## src/rtl/tron_pkg.sv

```systemverilog
// Shared types and constants for the trail-grid write arbiter.
package tron_pkg;

    localparam int GRID_W_DEF = 640;
    localparam int GRID_H_DEF = 480;
    localparam int GRID_CELLS = GRID_W_DEF * GRID_H_DEF;
    localparam int ADDR_W     = 19;
    localparam int COORD_W    = 10;

    typedef logic [COORD_W-1:0] coord_t;
    typedef logic [ADDR_W-1:0]  addr_t;

    typedef enum logic {
        PLAYER_1 = 1'b0,
        PLAYER_2 = 1'b1
    } player_e;

    typedef enum logic {
        ST_IDLE  = 1'b0,
        ST_CLEAR = 1'b1
    } arb_state_e;

    // Linear cell address, evaluated at full address width so nothing is lost.
    function automatic addr_t cell_addr(input coord_t x, input coord_t y, input addr_t w);
        return addr_t'(y) * w + addr_t'(x);
    endfunction

endpackage

```

## src/rtl/grid_write_arbiter_if.sv

```systemverilog
// Player request / clear / grid-memory write-port bundle.
interface grid_write_arbiter_if;
    import tron_pkg::*;

    logic   p1_req;
    coord_t p1_x;
    coord_t p1_y;
    logic   p1_ack;

    logic   p2_req;
    coord_t p2_x;
    coord_t p2_y;
    logic   p2_ack;

    logic   clear_req;
    logic   clear_busy;
    logic   clear_done;
    logic   oob;

    logic   mem_en;
    logic   mem_we;
    addr_t  mem_addr;
    logic   mem_din;

    modport master (
        output p1_req, p1_x, p1_y, p2_req, p2_x, p2_y, clear_req,
        input  p1_ack, p2_ack, clear_busy, clear_done, oob,
               mem_en, mem_we, mem_addr, mem_din
    );

    modport slave (
        input  p1_req, p1_x, p1_y, p2_req, p2_x, p2_y, clear_req,
        output p1_ack, p2_ack, clear_busy, clear_done, oob,
               mem_en, mem_we, mem_addr, mem_din
    );

endinterface

```

## src/rtl/grid_clear_seq.sv

```systemverilog
// Wipe address sequencer: issues 0..CELLS-1, one address per cycle.
// o_busy is high in every cycle an address is issued (including the start
// cycle, which issues address 0); o_done flags the cycle the last one goes out.
module grid_clear_seq
    import tron_pkg::*;
#(
    parameter int CELLS = GRID_CELLS
) (
    input  logic  clock,
    input  logic  reset,
    input  logic  i_start,
    output logic  o_busy,
    output addr_t o_addr,
    output logic  o_done
);

    localparam addr_t LAST = addr_t'(CELLS - 1);

    logic  r_run;
    addr_t r_cnt;

    assign o_busy = r_run || i_start;
    assign o_addr = r_run ? r_cnt : '0;
    assign o_done = o_busy && (o_addr == LAST);

    // Advance the counter on every issued address; stop after the last one.
    always_ff @(posedge clock) begin
        if (reset) begin
            r_run <= 1'b0;
            r_cnt <= '0;
        end else if (o_busy) begin
            if (o_done) begin
                r_run <= 1'b0;
                r_cnt <= '0;
            end else begin
                r_run <= 1'b1;
                r_cnt <= o_addr + 1'b1;
            end
        end
    end

endmodule

```

## src/rtl/grid_write_arbiter.sv

```systemverilog
// Two-player trail-write arbiter with optional full-grid wipe.
// Build option: define GRID_CLEAR_EN to include the clear engine and CLEAR
// state; without it clear_req is ignored and the FSM never leaves IDLE.
//
// state | meaning
// IDLE  | arbitrate player writes round-robin, accept clear_req
// CLEAR | write 0 to every cell in ascending order, players held off
module grid_write_arbiter
    import tron_pkg::*;
#(
    parameter int GRID_W = GRID_W_DEF,
    parameter int GRID_H = GRID_H_DEF
) (
    input logic                  clock,
    input logic                  reset,
    grid_write_arbiter_if.slave  bus
);

    localparam int          CELLS = GRID_W * GRID_H;
    localparam addr_t       W_A   = addr_t'(GRID_W);
    localparam logic [10:0] X_LIM = 11'(GRID_W);
    localparam logic [10:0] Y_LIM = 11'(GRID_H);

    arb_state_e r_state;
    player_e    r_last_grant;
    logic       r_wipe_tail;

    logic  r_p1_ack;
    logic  r_p2_ack;
    logic  r_oob;
    logic  r_mem_en;
    logic  r_mem_we;
    addr_t r_mem_addr;
    logic  r_mem_din;
    logic  r_clear_busy;
    logic  r_clear_done;

    logic   w_elig1;
    logic   w_elig2;
    logic   w_grant;
    logic   w_pick_p1;
    coord_t w_x;
    coord_t w_y;
    logic   w_oob;
    addr_t  w_addr;

    logic  w_clear_start;
    logic  w_seq_busy;
    addr_t w_seq_addr;
    logic  w_seq_done;

`ifdef GRID_CLEAR_EN
    assign w_clear_start = bus.clear_req && (r_state == ST_IDLE);

    grid_clear_seq #(
        .CELLS (CELLS)
    ) u_clear_seq (
        .clock   (clock),
        .reset   (reset),
        .i_start (w_clear_start),
        .o_busy  (w_seq_busy),
        .o_addr  (w_seq_addr),
        .o_done  (w_seq_done)
    );
`else
    assign w_clear_start = 1'b0;
    assign w_seq_busy    = 1'b0;
    assign w_seq_addr    = '0;
    assign w_seq_done    = 1'b0;
`endif

    // Pick the requester; a player whose ack is showing this cycle is still
    // holding the request it was just granted, so it is not eligible.
    always_comb begin
        w_elig1   = bus.p1_req && !r_p1_ack;
        w_elig2   = bus.p2_req && !r_p2_ack;
        w_grant   = w_elig1 || w_elig2;
        w_pick_p1 = w_elig1 && (!w_elig2 || (r_last_grant == PLAYER_2));
        w_x       = w_pick_p1 ? bus.p1_x : bus.p2_x;
        w_y       = w_pick_p1 ? bus.p1_y : bus.p2_y;
        w_oob     = ({1'b0, w_x} >= X_LIM) || ({1'b0, w_y} >= Y_LIM);
        w_addr    = cell_addr(w_x, w_y, W_A);
    end

    // FSM with registered outputs; pulses default low every cycle.
    always_ff @(posedge clock) begin
        if (reset) begin
            r_state      <= ST_IDLE;
            r_last_grant <= PLAYER_2;
            r_wipe_tail  <= 1'b0;
            r_p1_ack     <= 1'b0;
            r_p2_ack     <= 1'b0;
            r_oob        <= 1'b0;
            r_mem_en     <= 1'b0;
            r_mem_we     <= 1'b0;
            r_mem_addr   <= '0;
            r_mem_din    <= 1'b0;
            r_clear_busy <= 1'b0;
            r_clear_done <= 1'b0;
        end else begin
            r_p1_ack     <= 1'b0;
            r_p2_ack     <= 1'b0;
            r_oob        <= 1'b0;
            r_mem_en     <= 1'b0;
            r_mem_we     <= 1'b0;
            r_mem_din    <= 1'b0;
            r_clear_busy <= 1'b0;
            r_clear_done <= 1'b0;
            r_wipe_tail  <= w_seq_done;

            case (r_state)
                ST_IDLE: begin
                    if (w_clear_start) begin
                        r_state      <= ST_CLEAR;
                        r_mem_en     <= 1'b1;
                        r_mem_we     <= 1'b1;
                        r_mem_addr   <= w_seq_addr;
                        r_clear_busy <= 1'b1;
                    end else if (w_grant) begin
                        r_last_grant <= w_pick_p1 ? PLAYER_1 : PLAYER_2;
                        r_p1_ack     <= w_pick_p1;
                        r_p2_ack     <= !w_pick_p1;
                        if (w_oob) begin
                            r_oob <= 1'b1;
                        end else begin
                            r_mem_en   <= 1'b1;
                            r_mem_we   <= 1'b1;
                            r_mem_din  <= 1'b1;
                            r_mem_addr <= w_addr;
                        end
                    end
                end

                ST_CLEAR: begin
                    if (r_wipe_tail) begin
                        r_state      <= ST_IDLE;
                        r_clear_done <= 1'b1;
                    end else begin
                        r_mem_en     <= 1'b1;
                        r_mem_we     <= 1'b1;
                        r_mem_addr   <= w_seq_addr;
                        r_clear_busy <= w_seq_busy;
                    end
                end

                default: r_state <= ST_IDLE;
            endcase
        end
    end

    assign bus.p1_ack     = r_p1_ack;
    assign bus.p2_ack     = r_p2_ack;
    assign bus.oob        = r_oob;
    assign bus.mem_en     = r_mem_en;
    assign bus.mem_we     = r_mem_we;
    assign bus.mem_addr   = r_mem_addr;
    assign bus.mem_din    = r_mem_din;
    assign bus.clear_busy = r_clear_busy;
    assign bus.clear_done = r_clear_done;

endmodule
```

## src/flat_wrapper.sv

```systemverilog
// flat-port wrapper written by rule: the top's interface ports become plain ports
module grid_write_arbiter_flat import tron_pkg::*;
#(
    parameter int GRID_W = GRID_W_DEF,
    parameter int GRID_H = GRID_H_DEF
)
  (clock, reset, bus_p1_req, bus_p1_x, bus_p1_y, bus_p2_req, bus_p2_x, bus_p2_y, bus_clear_req, bus_p1_ack, bus_p2_ack, bus_clear_busy, bus_clear_done, bus_oob, bus_mem_en, bus_mem_we, bus_mem_addr, bus_mem_din);
  grid_write_arbiter_if bus_i ();
  input logic clock;
  input logic reset;
  input wire logic [$bits(bus_i.p1_req)-1:0] bus_p1_req;
  input wire logic [$bits(bus_i.p1_x)-1:0] bus_p1_x;
  input wire logic [$bits(bus_i.p1_y)-1:0] bus_p1_y;
  input wire logic [$bits(bus_i.p2_req)-1:0] bus_p2_req;
  input wire logic [$bits(bus_i.p2_x)-1:0] bus_p2_x;
  input wire logic [$bits(bus_i.p2_y)-1:0] bus_p2_y;
  input wire logic [$bits(bus_i.clear_req)-1:0] bus_clear_req;
  output wire logic [$bits(bus_i.p1_ack)-1:0] bus_p1_ack;
  output wire logic [$bits(bus_i.p2_ack)-1:0] bus_p2_ack;
  output wire logic [$bits(bus_i.clear_busy)-1:0] bus_clear_busy;
  output wire logic [$bits(bus_i.clear_done)-1:0] bus_clear_done;
  output wire logic [$bits(bus_i.oob)-1:0] bus_oob;
  output wire logic [$bits(bus_i.mem_en)-1:0] bus_mem_en;
  output wire logic [$bits(bus_i.mem_we)-1:0] bus_mem_we;
  output wire logic [$bits(bus_i.mem_addr)-1:0] bus_mem_addr;
  output wire logic [$bits(bus_i.mem_din)-1:0] bus_mem_din;
  assign bus_i.p1_req = bus_p1_req;
  assign bus_i.p1_x = bus_p1_x;
  assign bus_i.p1_y = bus_p1_y;
  assign bus_i.p2_req = bus_p2_req;
  assign bus_i.p2_x = bus_p2_x;
  assign bus_i.p2_y = bus_p2_y;
  assign bus_i.clear_req = bus_clear_req;
  assign bus_p1_ack = bus_i.p1_ack;
  assign bus_p2_ack = bus_i.p2_ack;
  assign bus_clear_busy = bus_i.clear_busy;
  assign bus_clear_done = bus_i.clear_done;
  assign bus_oob = bus_i.oob;
  assign bus_mem_en = bus_i.mem_en;
  assign bus_mem_we = bus_i.mem_we;
  assign bus_mem_addr = bus_i.mem_addr;
  assign bus_mem_din = bus_i.mem_din;
  grid_write_arbiter #(.GRID_W(GRID_W), .GRID_H(GRID_H)) u_core (.clock(clock), .reset(reset), .bus(bus_i));
endmodule
```

## config.mk

```make
export PLATFORM = sky130hd
export DESIGN_NAME = grid_write_arbiter_flat
export DESIGN_NICKNAME = d
export VERILOG_FILES = /design/src/rtl/tron_pkg.sv /design/src/rtl/grid_write_arbiter_if.sv /design/src/rtl/grid_clear_seq.sv /design/src/rtl/grid_write_arbiter.sv /design/src/flat_wrapper.sv
export SDC_FILE = /design/constraint.sdc
export NUM_CORES = 1
export LEC_CHECK = 0
export BUFFER_PORTS_ARGS = -buffer_cell sky130_fd_sc_hd__buf_2
export CAP_MARGIN = 30
export CORE_MARGIN = 4
export CORE_UTILIZATION = 40
export DETAILED_ROUTE_END_ITERATION = 10
export HOLD_SLACK_MARGIN = 0.12
export PLACE_DENSITY_LB_ADDON = 0.3
export REMOVE_ABC_BUFFERS = 1
export SKIP_CTS_REPAIR_TIMING = 1
export SLEW_MARGIN = 30
export SYNTH_ARGS = -nofsm -noshare
export SYNTH_HDL_FRONTEND = slang
export SYNTH_SLANG_ARGS = --single-unit
```

## constraint.sdc

```tcl
create_clock -name clock -period 9.6 [get_ports clock]
set_clock_uncertainty 0.1 [all_clocks]
set_input_delay 0 -clock clock [delete_from_list [all_inputs] [get_ports clock]]
set_output_delay 0 -clock clock [all_outputs]
set_load 0.1 [all_outputs]
```

==> run metrics, run 1 <==
IO Port Bufs=68; P_int=between 0.0002 and 0.00025 W; worst hold-check path type=input pin to register; clock power share=0.154; Cells after Synth=216; Synth warnings=0; Critical Path Source Type=register; XOR/XNOR Fraction of Synth Area=0.0638; nets@finish=between 300 and 400; Max Slew Vio Count=0; compound-cell area share of the yosys netlist=0.223; Final min period=just over 4000 ps; fin worst setup slack=5530 ps; Synth top area share=0.250; Post-Synth Adder-Cell Area=0.125; Syn Area/Cell=between 8 and 9 sq um; first-pass GRT wire length=between 7000 and 8000 um; DRC=0; Via density=5.24; synth-to-layout area growth=33.8%; top cell type by total area after synthesis=dfxtp_1; Synth Area in Simple Gates=0.153; mux cell area share after synthesis=0.137; Final Power=approximately 0.00044 W; CP Class=register to register; 1st-iter DRT viols=around 110; CP endpoint kind=register; most frequent cells in the layout=buf_2 (68), nor2_1 (31), dfxtp_1 (24); WL/cell=around 13 um; RD Place Congestion=~0.85; H-Tree Depth=1; routed vias=about 1,800; total of max-cap violations=0; TNS Setup=0 ps; I/O pin count=~70; leading cell type in the layout, fill and taps excluded=buf_2; Top FF cell, synth=dfxtp_1; Skew-Pair Late Insertion Delay=about 260 ps; CTS sink count=24; PwrDens=approximately 170 nW/um^2; n_diodes=0; FFs w/ async S/R, synth=0; Initial Util=0.426; sequential share of power=0.257; pre-CTS WS=roughly 5500 ps; RSZ-0062 raised after global routing=no; register area share after synthesis=0.250; combinational family with the most area after synthesis=compound AO/OA/AOI/OAI gates; layout cell share with drive strength beyond 1=0.312; CP Data Required Time=9660 ps; Net Switching=between 0.0002 and 0.00025 W; FF+latch count, synth=24; grt total ovfl=0; Hold Vio Cnt, Final=0; std cell rows=24; Clock transition at path regs=around 80 ps; EDFF count, synth=0; CP max FO=19; Die X=77.3 um; CTS tree=done; Post-Route WL=4710 um; DRT Pass-1 Iters=4; leak pwr=1.24 nW; clock root cell=clkbuf_8; f_max=246 MHz; die height=77.3 um; Post-DRT Antenna Nets=0; Yosys cell types=between 40 and 50; # fillers=420; DIE AREA=roughly 6000 sq um; Gate power share=0.589; CTS buffer count=3; status=finished clean; multi-input logic area=1370 sq um; FF/Latch Area=around 480 sq um; switch share=0.470; worst vdd ir=about 56 uV; CORE AREA=4500 sq um; vias in the first global route=roughly 1,700; Final setup viols=0; crit path DAT=between 4000 and 5000 ps; Hold WS=around 140 ps; synthesized area=1920 sq um; Global Route Usage Sum=0.154; initial antenna violation count=0; period utilisation layout=0.424; clk buf depth=2; largest net degree at the start of global routing=23; Synth area leaders=dfxtp_1 (25%), ha_1 (10%), mux2i_1 (7.3%); HPWL Detailed=roughly 3500 um
-- critical path, cell delays in order (launching register included) --
cell,delay [ps]
dfxtp_1,340
nand2b_1,220
o21a_1,410
buf_4,370
mux2_2,410
ha_1,300
ha_1,390
a211oi_2,140
or4b_4,520
o211ai_2,110
nand4_1,130
mux2_1,330
a31o_1,180
-- registers in the layout, indices dropped and copies added, names as in the netlist --
register,flops
u_core.bus.oob,1
u_core.bus.p2_ack,1
u_core.bus.p1_ack,1
u_core.r_last_grant,1
u_core.bus.mem_din,1
u_core.bus.mem_addr,19
-- metal layers --
layer | routed length [um] | up-vias | GRT usage
li1 | - | 960 | -
met1 | 2260 | 823 | 0.204
met2 | 2080 | 62 | 0.256
met3 | 325 | 4 | 0.0246
met4 | 41 | 0 | 0.0427
met5 | 0 | - | 0
-- through the flow --
step	utilization	cells	cell area (sq um)
6_report	0.571	353	2570
5_1_grt	0.571	353	2570
4_1_cts	0.522	331	2350
3_5_place_dp	0.509	327	2290
3_3_place_gp	0.509	327	2290
2_1_floorplan	-	205	1860
-- path summary, 6_finish.rpt --
path                           startpoint                      end  slack [ps]  cells after the start
hold reg to reg   u_core.bus.mem_addr[17]  u_core.bus.mem_addr[17]         380                      1
setup reg to reg        u_core.bus.p2_ack  u_core.bus.mem_addr[17]        5530                     12
setup / recovery        u_core.bus.p2_ack  u_core.bus.mem_addr[17]        5530                     12
hold / removal                bus_p2_x[7]   u_core.bus.mem_addr[7]         140                      5
-- final cells by class --
class | instances | share of cell area
multi-input cells | 175 | 0.534
repair buffers | 92 | 0.224
flip-flops and latches | 24 | 0.187
well taps | 52 | 0.0253
clock buffers | 4 | 0.0214
inverters | 6 | 0.00876
-- Yosys cell counts, types with 2 or more instances --
cell type,instances
nor4b_2,2
buf_2,3
buf_4,4
o2111ai_1,2
a211oi_2,2
xor2_1,10
ha_1,16
a21oi_1,4
dfxtp_1,24
o211a_1,2
nor3_1,3
nand2_1,9
a41oi_1,2
a21o_1,3
o21ai_0,11
mux2i_1,14
nor2b_1,3
o21ba_1,2
nand4_1,2
a211oi_1,14
o21a_1,3
inv_1,6
o21ai_1,3
xnor2_1,4
nor2_1,31
clkbuf_1,4
and2_1,2
fa_1,2
mux2_2,10
-- kinds of logic after synthesis --
group | Yosys count
AND/OR/NAND/NOR | 59
AO/OA/AOI/OAI | 57
other | 1
multiplexers | 25
adder cells (fa/ha/maj) | 18
buffers and inverters | 18
flip-flops | 24
XOR/XNOR | 14
-- power groups by stage --
stage | combinational, W | clock [W] | sequential, W
after floorplan | 0.000133 | 0 | 0.000188
after global placement | 0.000249 | 0 | 0.000116
after detailed placement | 0.000250 | 0 | 0.000116
after CTS | 0.000252 | 0.0000700 | 0.000114
after global routing | 0.000286 | 0.0000753 | 0.000115
final | 0.000261 | 0.0000682 | 0.000114
No activity file was read; power rests on OpenSTA's default activity.
==> run 2: changes to the inputs <==
Clock period 9.6 ns to 3.8 ns, I/O delays scaled along.
==> run metrics, run 2 (synthesized netlist as in run 1, its figures left out) <==
status=finished clean; CORE AREA=4500 sq um; Largest register FFs=19; switch share=0.465; GRT met1 Usage=0.199; GRT met3 Usage=0.0293; Final Power=0.00118 W; largest net degree at the start of global routing=32; Largest stage delay, worst path=roughly 520 ps; PwrDens=between 400 and 500 nW/um^2; Critical Path Source Type=register; Final min period=~3600 ps; DRC=0; layout cell share with drive strength beyond 1=0.362; CTS buffer count=3; Post-Route WL=5250 um; Post-DRT Antenna Nets=0; CTS sink count=24; routed vias=1,909; I/O pin count=72; 1st-iter DRT viols=64; clk buf depth=2; TNS Setup=0 ps; gr busiest metal=met2; leak pwr=around 1.3 nW; H-Tree Depth=1; P_int=about 0.00063 W; RD Place Congestion=0.800; n_diodes=0; Global Route Usage Sum=0.155; most frequent cells in the layout=buf_2 (68), nor2_1 (31), dfxtp_1 (24); Skew-Pair Late Insertion Delay=~260 ps; Net Switching=between 0.0005 and 0.0006 W; Initial Util=0.426; DRT Pass-1 Iters=4; grt total ovfl=0; Final setup viols=0; Hold Vio Cnt, Final=0; CP Class=register to register; period utilisation layout=0.940; HPWL Detailed=~3700 um; CP endpoint kind=register; CP Data Required Time=3860 ps; sequential share of power=0.244; worst hold-check path type=input pin to register; M2 GR Usage=0.264; WL/cell=14.3 um; first-pass GRT wire length=around 7700 um; non-filler cells, final=roughly 370; DIE AREA=roughly 6000 sq um; total of max-cap violations=0; clock power share=0.142; crit path DAT=around 3600 ps; IO Port Bufs=68; initial antenna violation count=0; crit-path cells=nor2b_1 > o21a_2 > buf_4 > mux2_2 > ha_1 > ha_2 > a211oi_4 > or4b_4 > o211ai_2 > nand4_1 > mux2_1 > a31o_1; die height=around 77 um; Max Slew Vio Count=0; clock root cell=clkbuf_8; Die X=between 70 and 80 um; leading cell type in the layout, fill and taps excluded=buf_2; CP max FO=8; worst vdd ir=between 100 and 150 uV; Placement Cell Area=around 2400 sq um; Via density=around 5.2; RSZ-0062 raised after global routing=no; CTS tree=done; synth-to-layout area growth=41.2%; Gate power share=0.614; Cells after DPL=between 300 and 400; vias in the first global route=~1,700; Clock transition at path regs=~80 ps; slowest stage cell on the critical path=or4b_4; f_max=around 280 MHz; nets@finish=379; Final Cell Area=around 2700 sq um; std cell rows=24
==> run 2: changes by cell type in the layout (fill, tap and decap cells not counted), sizes merged <==
cell	change
buf	+13
dlygate4sd3	+1
==> run 2: worst paths after layout <==
path	startpoint	to	slack, ps	cells after the start
worst max-delay path	u_core.bus.p1_ack	u_core.bus.mem_addr[17]	230	12
worst min-delay path	bus_p2_y[9]	u_core.bus.oob	130	5
worst max register to register	u_core.bus.p1_ack	u_core.bus.mem_addr[17]	230	12
worst min register to register	u_core.bus.mem_addr[14]	u_core.bus.mem_addr[14]	400	2
==> run 2: critical path: cells and delay by family, from the launching register on <==
family / cells / cell delay, ps
flip-flops: 1 / 320
AND/OR/NAND/NOR: 3 / 800
buffers and inverters: 1 / 210
multiplexers: 2 / 700
AO/OA/AOI/OAI: 4 / 630
adder cells (fa/ha/maj): 2 / 720
==> run 2: final cells by class <==
class | instances | area (sq um)
Clock buffer | 4 | 55.1
Fill cell | 398 | 1790
Inverter | 6 | 22.5
Multi-Input combinational cell | 175 | 1410
Sequential cell | 24 | 480
Tap cell | 52 | 65.1
Timing Repair Buffer | 106 | 683
==> run 2: per-layer routing <==
| layer | vias up | wire length (um) |
|---|---|---|
| met4 | 0 | 25 |
| met3 | 2 | 314 |
| met2 | 64 | 2570 |
| li1 | 988 | - |
| met1 | 855 | 2340 |
| met5 | - | 0 |
==> run 2: power groups by stage <==
stage | registers [W] | clock network, W | logic (W)
4_1_cts | 0.000288 | 0.000174 | 0.000672
3_5_place_dp | 0.000294 | 0 | 0.000669
2_1_floorplan | 0.000475 | 0 | 0.000337
3_3_place_gp | 0.000293 | 0 | 0.000662
6_report | 0.000288 | 0.000168 | 0.000726
5_1_grt | 0.000292 | 0.000184 | 0.000783
==> run 2: metrics by stage <==
stage | worst slack [ps] | hold slack, ps | utilization
final | 227 | 127 | 0.602
after detailed placement | 72.2 | 252 | 0.528
after global placement | 180 | 258 | 0.528
after CTS | 64.1 | -25.6 | 0.540
after global routing | 20.7 | 154 | 0.602
after floorplan | -941 | -27.6 | -
==> run 3: changes to the inputs <==
Settings changed: CAP_MARGIN 30 to 20, CTS_BUF_LIST set to sky130_fd_sc_hd__clkbuf_2 sky130_fd_sc_hd__clkbuf_4 sky130_fd_sc_hd__clkbuf_8.
Clock period 3.8 ns to 3.2 ns, I/O delays scaled along.
==> run metrics, run 3 (synthesized netlist as in run 1, its figures left out) <==
status=complete, but fails checks; failing checks=setup timing; CTS tree=done; vias in the first global route=around 1,900; CTS buffer count=3; r2r worst-path depth=12; I/O pin count=72; fin worst setup slack=-137 ps; CP max FO=6; hold path start=bus_p2_y[9]; routed vias=between 2,000 and 2,500; std cell rows=24; Post-Route WL=5600 um; Largest register FFs=19; Final setup viols=4; nets@finish=406; IO Port Bufs=between 60 and 70; clock root cell=clkbuf_8; CP Class=register to register; grt total ovfl=0; f_max=300 MHz; H-Tree Depth=1; Placement Cell Area=2580 sq um; synth-to-layout area growth=62.8%; Final Cell Area=about 3100 sq um; sequential share of power=0.207; Via density=approximately 5; Global Route Usage Sum=0.164; die height=roughly 77 um; setup slack, reg-to-reg=-140 ps; HPWL Detailed=3960 um; most frequent cells in the layout=buf_2 (68), buf_4 (41), nor2_1 (30); FF-to-FF End=u_core.bus.mem_addr[17]; leading cell type in the layout, fill and taps excluded=buf_2; 1st-iter DRT viols=between 60 and 70; DIE AREA=5970 sq um; layout cell share with drive strength beyond 1=0.465; crit path DAT=approximately 3400 ps; RSZ-0062 raised after global routing=yes; first-pass GRT wire length=between 8000 and 9000 um; largest net degree at the start of global routing=29; total of max-cap violations=0; Initial Util=0.426; worst vdd ir=approximately 260 uV; WL/cell=14.2 um; Gate power share=0.635; CORE AREA=~4500 sq um; RD Place Congestion=0.796; r2r startpoint=u_core.bus.p2_ack; PwrDens=approximately 530 nW/um^2; Max Slew Vio Count=0; Final min period=around 3300 ps; Hold Crit Depth=5; CTS sink count=24; DRC=0; CP endpoint kind=register; initial antenna violation count=0; Clock transition at path regs=~90 ps; Die X=approximately 77 um; worst hold-check path type=input pin to register; pre-CTS WS=-513 ps; P_int=between 0.0009 and 0.001 W; switch share=0.433; endpoint of the worst hold path=u_core.bus.oob; Post-DRT Antenna Nets=0; Skew-Pair Late Insertion Delay=260 ps; Hold Vio Cnt, Final=0; Net Switching=between 0.0007 and 0.0008 W; period utilisation layout=1.04; CP Data Required Time=3270 ps; n_diodes=0; clock power share=0.158; DRT Pass-1 Iters=4; Critical Path Source Type=register; leak pwr=about 1.5 nW; clk buf depth=2
[run 3: cell count changes in the layout (fill, tap and decap cells not counted), moves of 2 or more]
cell     before  now
buf_4        15   41
ha_1         15    8
ha_4          0    7
mux2_2       10    8
mux2_4        0    3
nor4b_2       2    0
nor4b_4       0    2
[run 3: critical path: stages (launching register included)]
cell      delay (ps)
dfxtp_2          330
nand2b_4         140
o21a_4           250
mux2_4           330
ha_4             250
ha_4             160
fa_2             400
a211oi_4         390
o21a_2           240
nor3_2            70
nand4_1          110
mux2_4           300
a31o_1           170
[run 3: power groups by stage]
stage / Clock [W] / Combinational, W / Sequential, W
global placement: 0 / 0.000874 / 0.000347
detailed placement: 0 / 0.000881 / 0.000349
CTS: 0.000268 / 0.000887 / 0.000342
finish: 0.000261 / 0.00105 / 0.000342
floorplan: 0 / 0.000400 / 0.000564
global route: 0.000281 / 0.00112 / 0.000346
[run 3: per-stage QoR]
step | total power [W] | cells | TNS, ps | util | hold WS (ps)
2_1_floorplan | 0.000964 | 205 | -16550 | - | -27.6
3_3_place_gp | 0.00122 | 365 | -1270 | 0.573 | 257
3_5_place_dp | 0.00123 | 365 | -1850 | 0.573 | 254
4_1_cts | 0.00150 | 369 | -1970 | 0.589 | -28.1
5_1_grt | 0.00175 | 394 | -958 | 0.694 | 188
6_report | 0.00165 | 394 | -365 | 0.694 | 147
[run 3: worst max path at each step]
stage / slack [ps] / startpoint / endpoint / cells past startpoint
finish: -140 / u_core.bus.p2_ack / u_core.bus.mem_addr[17] / 12
global placement: -380 / u_core.bus.p1_ack / u_core.bus.mem_addr[17] / 12
floorplan: -1540 / u_core.bus.p2_ack / u_core.bus.mem_addr[17] / 12
global route: -250 / u_core.bus.p1_ack / u_core.bus.mem_addr[18] / 14
detailed placement: -510 / u_core.bus.p1_ack / u_core.bus.mem_addr[17] / 12
CTS: -520 / u_core.bus.p1_ack / u_core.bus.mem_addr[17] / 12
[run 3: per-layer routing]
layer | part of all wire | routed length, um | track usage
met1 | 0.46 | 2600 | 0.220
met4 | 0.0045 | 25 | 0.0374
met2 | 0.49 | 2730 | 0.277
met5 | 0 | 0 | 0
met3 | 0.044 | 248 | 0.0222
[run 3: area by class of cell]
class / instances / area (sq um)
clock buffers: 3 / 41.3
inverters: 6 / 22.5
multi-input cells: 175 / 1590
fillers: 333 / 1380
flip-flops and latches: 24 / 482
clock inverters: 1 / 30.0
well taps: 52 / 65.1
repair buffers: 133 / 900
